$ cat config.mk
export PLATFORM = sky130hd
export DESIGN_NAME = lockstep_fixpoint_monitor
export DESIGN_NICKNAME = d
export VERILOG_FILES = /design/src/rtl/lockstep_fixpoint_monitor_pkg.sv /design/src/rtl/lockstep_fixpoint_monitor_chain_next.sv /design/src/rtl/lockstep_fixpoint_monitor.sv
export SDC_FILE = /design/constraint.sdc
export NUM_CORES = 1
export LEC_CHECK = 0
export ABC_AREA = 0
export BUFFER_PORTS_ARGS = -buffer_cell sky130_fd_sc_hd__buf_2
export CAP_MARGIN = 20
export CORE_ASPECT_RATIO = 0.7
export CORE_MARGIN = 4
export CORE_UTILIZATION = 35
export DETAILED_ROUTE_END_ITERATION = 10
export HOLD_SLACK_MARGIN = 0.12
export PLACE_DENSITY_LB_ADDON = 0.25
export SLEW_MARGIN = 0
export SYNTH_ARGS = -nofsm -noshare
export SYNTH_HDL_FRONTEND = slang
export SYNTH_HIERARCHICAL = 1
export SYNTH_SLANG_ARGS = --single-unit
$ cat constraint.sdc
create_clock -name clk -period 5.85 [get_ports clk]
set_input_delay 0.585 -clock clk [delete_from_list [all_inputs] [get_ports clk]]
set_output_delay 0.585 -clock clk [all_outputs]
set_load 0.1 [all_outputs]
$ cat src/rtl/lockstep_fixpoint_monitor_pkg.sv
// Shared types for the lockstep fixpoint monitor: verdict codes, controller states
// and the depth counter width helper.
package lockstep_pkg;

  typedef enum logic [1:0] {
    NONE  = 2'd0,
    PASS  = 2'd1,
    FAIL  = 2'd2,
    BOUND = 2'd3
  } verdict_e;

  typedef enum logic [2:0] {
    IDLE    = 3'd0,
    RUN     = 3'd1,
    PASS_S  = 3'd2,
    FAIL_S  = 3'd3,
    BOUND_S = 3'd4
  } fsm_e;

  // The depth counter must be able to hold MAX_DEPTH itself.
  function automatic int depth_w(input int max_depth);
    return $clog2(max_depth + 1);
  endfunction

endpackage

$ cat src/rtl/lockstep_fixpoint_monitor_chain_next.sv
// One transition of a set/clear chain: a clear cell may only be set when its
// predecessor is set (cell 0 always sees a set predecessor).
module chain_next #(
  parameter int WIDTH = 9
) (
  input  logic [WIDTH-1:0] s,
  input  logic [WIDTH-1:0] set,
  input  logic [WIDTH-1:0] clr,
  output logic [WIDTH-1:0] next
);

  logic [WIDTH-1:0] prev_s;

  // Predecessor view is taken from the old vector so cells do not ripple.
  always_comb begin
    prev_s = {s[WIDTH-2:0], 1'b1};
  end

  // Per-cell set/clear transition.
  always_comb begin
    next = {WIDTH{1'b0}};
    for (int i = 0; i < WIDTH; i++) begin
      if (s[i]) begin
        next[i] = ~clr[i];
      end else begin
        next[i] = prev_s[i] & set[i];
      end
    end
  end

endmodule

$ cat src/rtl/lockstep_fixpoint_monitor.sv
// Steps two set/clear chain copies in lockstep and reports divergence of the
// observed cell, a stable fixpoint, or the step bound.
module lockstep_fixpoint_monitor
  import lockstep_pkg::*;
#(
  parameter int WIDTH     = 9,
  parameter int MAX_DEPTH = 16,
  parameter int OBS_BIT   = WIDTH - 1,
  parameter int STABLE    = 2
) (
  input  logic                           clk,
  input  logic                           rst,
  input  logic                           start,
  input  logic                           step_valid,
  output logic                           step_ready,
  input  logic [WIDTH-1:0]               set_a,
  input  logic [WIDTH-1:0]               clr_a,
  input  logic [WIDTH-1:0]               set_b,
  input  logic [WIDTH-1:0]               clr_b,
  output logic [WIDTH-1:0]               state_a,
  output logic [WIDTH-1:0]               state_b,
  output logic [depth_w(MAX_DEPTH)-1:0]  depth,
  output logic                           done,
  output logic [1:0]                     verdict
);

  localparam int DW = depth_w(MAX_DEPTH);
  localparam int SW = $clog2(STABLE + 1);

  fsm_e             fsm_r, fsm_n_s;
  verdict_e         verdict_r, verdict_n_s;
  logic [WIDTH-1:0] state_a_r, state_b_r, state_a_n_s, state_b_n_s;
  logic [WIDTH-1:0] next_a_s, next_b_s;
  logic [DW-1:0]    depth_r, depth_n_s, depth_inc_s;
  logic [SW-1:0]    stable_r, stable_n_s, stable_inc_s;
  logic             done_r, step_ready_r;
  logic             unchanged_s, at_bound_s;

  chain_next #(.WIDTH(WIDTH)) u_chain_a (
    .s(state_a_r), .set(set_a), .clr(clr_a), .next(next_a_s)
  );

  chain_next #(.WIDTH(WIDTH)) u_chain_b (
    .s(state_b_r), .set(set_b), .clr(clr_b), .next(next_b_s)
  );

  // Candidate values shared by the step checks.
  always_comb begin
    depth_inc_s  = depth_r + DW'(1);
    stable_inc_s = stable_r + SW'(1);
    unchanged_s  = (next_a_s == state_a_r) && (next_b_s == state_b_r);
    at_bound_s   = (depth_inc_s == DW'(MAX_DEPTH));
  end

  // Controller: start wins over any step; checks run on the next-state vectors.
  always_comb begin
    fsm_n_s     = fsm_r;
    state_a_n_s = state_a_r;
    state_b_n_s = state_b_r;
    depth_n_s   = depth_r;
    stable_n_s  = stable_r;
    if (start) begin
      fsm_n_s     = RUN;
      state_a_n_s = {WIDTH{1'b0}};
      state_b_n_s = {WIDTH{1'b0}};
      depth_n_s   = {DW{1'b0}};
      stable_n_s  = {SW{1'b0}};
    end else if ((fsm_r == RUN) && step_valid) begin
      state_a_n_s = next_a_s;
      state_b_n_s = next_b_s;
      depth_n_s   = depth_inc_s;
      if (next_a_s[OBS_BIT] != next_b_s[OBS_BIT]) begin
        fsm_n_s = FAIL_S;
      end else if (unchanged_s) begin
        stable_n_s = stable_inc_s;
        if (stable_inc_s == SW'(STABLE)) begin
          fsm_n_s = PASS_S;
        end else if (at_bound_s) begin
          fsm_n_s = BOUND_S;
        end else begin
          fsm_n_s = RUN;
        end
      end else begin
        stable_n_s = {SW{1'b0}};
        if (at_bound_s) begin
          fsm_n_s = BOUND_S;
        end else begin
          fsm_n_s = RUN;
        end
      end
    end else begin
      fsm_n_s = fsm_r;
    end
  end

  // Verdict implied by the upcoming controller state.
  always_comb begin
    verdict_n_s = NONE;
    case (fsm_n_s)
      PASS_S:  verdict_n_s = PASS;
      FAIL_S:  verdict_n_s = FAIL;
      BOUND_S: verdict_n_s = BOUND;
      default: verdict_n_s = NONE;
    endcase
  end

  // State and registered status outputs.
  always_ff @(posedge clk) begin
    if (rst) begin
      fsm_r        <= IDLE;
      state_a_r    <= {WIDTH{1'b0}};
      state_b_r    <= {WIDTH{1'b0}};
      depth_r      <= {DW{1'b0}};
      stable_r     <= {SW{1'b0}};
      verdict_r    <= NONE;
      done_r       <= 1'b0;
      step_ready_r <= 1'b0;
    end else begin
      fsm_r        <= fsm_n_s;
      state_a_r    <= state_a_n_s;
      state_b_r    <= state_b_n_s;
      depth_r      <= depth_n_s;
      stable_r     <= stable_n_s;
      verdict_r    <= verdict_n_s;
      done_r       <= (verdict_n_s != NONE);
      step_ready_r <= (fsm_n_s == RUN);
    end
  end

  assign state_a    = state_a_r;
  assign state_b    = state_b_r;
  assign depth      = depth_r;
  assign done       = done_r;
  assign verdict    = verdict_r;
  assign step_ready = step_ready_r;

endmodule
==> results.md <==
* RSZ-0062 raised after global routing: no
* Element type at the critical path end: flip-flop
* Total standard cell area after synthesis at 1810 µm²
* Hold/Removal Path Class: flip-flop to flip-flop
* Slowest cell on the critical path: sky130_fd_sc_hd__and4bb_1
* Basic-gate share of the synthesized area counting and, or, nand and nor cells at 24.7%
* Worst Max-Slew Pin Slew at 0.991 ns
* Dominant register cell in the synthesized netlist: sky130_fd_sc_hd__dfxtp_1
* Layout Nets at 328
* Global-route wire length before repair at 7290 µm
* Area contributors post-synth: sky130_fd_sc_hd__dfxtp_1 (35%), sky130_fd_sc_hd__nand2_1 (13%), sky130_fd_sc_hd__mux2i_1 (10%), sky130_fd_sc_hd__xnor2_1 (8.7%), sky130_fd_sc_hd__a21oi_1 (6.4%)
* Number of buffer cells added on primary ports at 66
* Buffering stage count on the worst path with inverters included at 1
* Pleak at 0.000876 µW
* Clock group share of total power at 40.9%
* Peak supply drop at 0.0832 mV
* Family with the most delay on the worst path: simple AND/OR/NAND/NOR gates
* Clock latency on the worst-skew pair at around 0.28 ns
* Internal power at 340 µW
* Endpoint of the most critical register-to-register path: verdict[1]$_SDFF_PP0_
* Final hold vios at 0
* DRC violations left at 0
* Post-Syn Nets at 263
* Post-Synth XOR/XNOR Area at 10.2%
* Largest area contributor in the netlist: sky130_fd_sc_hd__dfxtp_1
* Total via count after detailed routing at 1653
* Top-Level Pins at 67
* Reg2reg setup slack at 3.39 ns
* Compound-gate portion of the synthesized area at ~14%
* Number of antenna violations at the first check in global routing at 0
* CTS tree: built
* Via density at 4.67
* Core region area at around 4900 µm²
* Count of endpoints failing setup in the final report at 0
* Synth unique cells at 40
* Maximum clock path buffer count at 2
* Reported net switching power at 107 µW
* Die outline area at 6390 µm²
* Number of sinks driven by the clock tree at 32
* Residual overflow from global routing at 0
* Crit Path Class: input pin to flip-flop
* Post-route minimum period at approximately 2.5 ns
* Max incr delay on CP at 0.85 ns
* Highest clock frequency the design can meet at 0.405 GHz
* Minimum hold slack at 0.455 ns
* Post-CTS Setup Repair Bufs at 0
* Arrival time at the worst endpoint at 2.67 ns
* Cell depth of the worst flop-to-flop path at 6
* Fraction of layout instances using a drive strength above 1 at 29.8%
* Share of total power in combinational logic at 9.7%
* Hold Crit Depth at 2
* Run status: complete, no violations
* Chip Height at approximately 70 µm
* Clock buffers created by TritonCTS at 5
* Portion of total power attributed to sequential cells at 49.4%
* Std cell rows at 21
* Startpoint kind of the worst setup timing path: input pin
* Number of logic stages on the critical path including buffering at 7
* Post-synthesis adder-cell area fraction at 2.08%
* Violation count after the first detailed-routing iteration at between 50 and 60
* Setup skew after layout at 0.00201 ns
* Critical path fanouts, max at 26
* Number of global-route vias before repair at 1522
* Pin count of the biggest net entering global routing at 29
* Initial core utilization at 37.0%
* Die outline width at about 94 µm
* Clock-pin slew reported for the worst setup and hold paths after clock tree synthesis at 0.06 ns
* Antenna Diode Count at 0
* Maximum Capacitance Violations at 0
* Min-Delay Startpoint: stable_r[1]$_SDFFE_PP0P_
* Average detailed-routed wire length per instance at 12.7 µm
* HPWL Detailed at between 3000 and 4000 µm
* Synth top cells by count: sky130_fd_sc_hd__nand2_1 (62), sky130_fd_sc_hd__dfxtp_1 (32), sky130_fd_sc_hd__a21oi_1 (23), sky130_fd_sc_hd__mux2i_1 (18), sky130_fd_sc_hd__xnor2_1 (18)
* Normalized max-slew margin at 33.6%
* Largest family of logic cells by synthesized area: simple AND/OR/NAND/NOR gates
* Count of flip-flops with a built-in enable after synthesis at 0
* Switch share at 24.0%
* Growth of design area from synthesis to finish at 26.5%
* Required arrival time at the worst endpoint at about 6 ns
* Count of H-tree levels built during CTS at 2
* Cell-by-cell trace of the critical path: buf_2, and4bb_1, nand4_2, o31a_1, a41oi_2, nand4_1, o31ai_4
* Cts hold-fix bufs at 0
* Root Buffer Master: sky130_fd_sc_hd__clkbuf_8
* Global routing usage summed across all routing layers at 14.8%
* Routed Wire Length at 4480 µm
* Antenna-violating nets left at 0
* Routability Congestion at 0.735
* RR Startpoint: fsm_r[2]$_SDFF_PP0_
* Part of the Yosys area used for sequential elements at 35.5%
* Setup TNS after final layout at 0 ns
* Total number of yosys warnings at 6
* Area share of the leading cell type in the synthesized netlist at approximately 35%
* Proportion of register bits with asynchronous set or reset after synthesis at 0%
* Number of gates resized after cts at 0
* Hold EP: stable_r[1]$_SDFFE_PP0P_
* Max-slew violation count at 0
* Synthesized flop and latch total at 32
* Cell area power density at 196 nW/µm²
* Iteration count of the initial detailed-routing pass at 4
* Leading cell type by number of instances after synthesis: sky130_fd_sc_hd__nand2_1
* Count of mapped cells out of synthesis at 220
* Synthesized area per cell at 8.21 µm²
* Share of synthesized area spent on multiplexers at approximately a tenth
* Post-route fraction of the period consumed by the critical path at 42.2%
## cells in the final DEF (no fill, tap or decap), drive strengths merged, types with 3 or more instances in the layout
cell / n
a21oi: 24
mux2i: 18
xor2: 3
nand2: 62
inv: 9
ha: 3
dfxtp: 32
nor2: 6
nand2b: 3
or3: 3
clkbuf: 7
xnor2: 18
buf: 66
nand4: 6
## logic make-up (layout without fill, tap and decap cells)
family / after synthesis / in the layout
and+or+nand+nor: 92 / 92
AOI/OAI and AO/OA: 37 / 37
DFF: 32 / 32
xor gates and xnor gates: 21 / 21
muxes: 18 / 18
buffers and inverters: 17 / 82
adders and majority gates: 3 / 3
## flip-flops by register name (all words and copies together), names as in the netlist
register and cells:
state_a 9, state_b 9, depth 5, fsm_r 3
stable_r 2, verdict 2, done 1, step_ready 1
## area by class of cell
cell class                      count  area (µm²)
Inverter                            9        33.8
Fill cell                         502        2600
Multi-Input combinational cell    171        1100
Tap cell                           69        86.3
Timing Repair Buffer               66         330
Sequential cell                    32         641
Clock buffer                        7        96.3
## power groups by stage
stage          registers [µW]  clock network (µW)  logic [µW]
6_report                  221                 183        43.3
5_1_grt                   221                 199        47.8
4_1_cts                   221                 191        43.9
3_5_place_dp              226                   0        43.6
3_3_place_gp              226                   0        43.0
2_1_floorplan             233                   0        18.0
## worst register-to-register path, stage by stage, from the launching register on
cell and delay [ns]:
sky130_fd_sc_hd__dfxtp_1 0.31, sky130_fd_sc_hd__and4bb_1 0.93, sky130_fd_sc_hd__nand4_2 0.20, sky130_fd_sc_hd__o31a_1 0.36, sky130_fd_sc_hd__a41oi_2 0.26, sky130_fd_sc_hd__nand4_1 0.22
sky130_fd_sc_hd__o31ai_4 0.10
## per-stage QoR
stage / total power (µW) / worst slack, ns / std cells / util (%) / cell area (µm²)
finish: 447 / 3.38 / 354 / 46.8 / 2290
CTS: 456 / 3.36 / 354 / 46.8 / 2290
global route: 468 / 3.22 / 354 / 46.8 / 2290
detailed placement: 269 / 3.08 / 347 / 44.8 / 2190
global placement: 269 / 3.14 / 347 / 44.8 / 2190
floorplan: 252 / 3.09 / 220 / - / 1810
## routing by layer
metal	vias to the layer above	track usage [%]	part of all wire, %
met5	-	0	0
met2	54	20.4	38
met1	725	21.3	53
met4	0	4.32	0.80
li1	870	-	-
met3	4	5.60	8.6
## worst max path at each step
stage | to | from | slack, ns
after floorplan | verdict[1]$_SDFF_PP0_ | state_b[8]$_SDFFE_PP0P_ | 3.09
after CTS | verdict[1]$_SDFF_PP0_ | fsm_r[2]$_SDFF_PP0_ | 3.36
after global placement | done$_SDFF_PP0_ | step_valid | 3.14
after detailed placement | verdict[1]$_SDFF_PP0_ | step_valid | 3.08
after global routing | done$_SDFF_PP0_ | fsm_r[2]$_SDFF_PP0_ | 3.22
final | verdict[1]$_SDFF_PP0_ | step_valid | 3.38
Power figures use the tool's default switching activity.
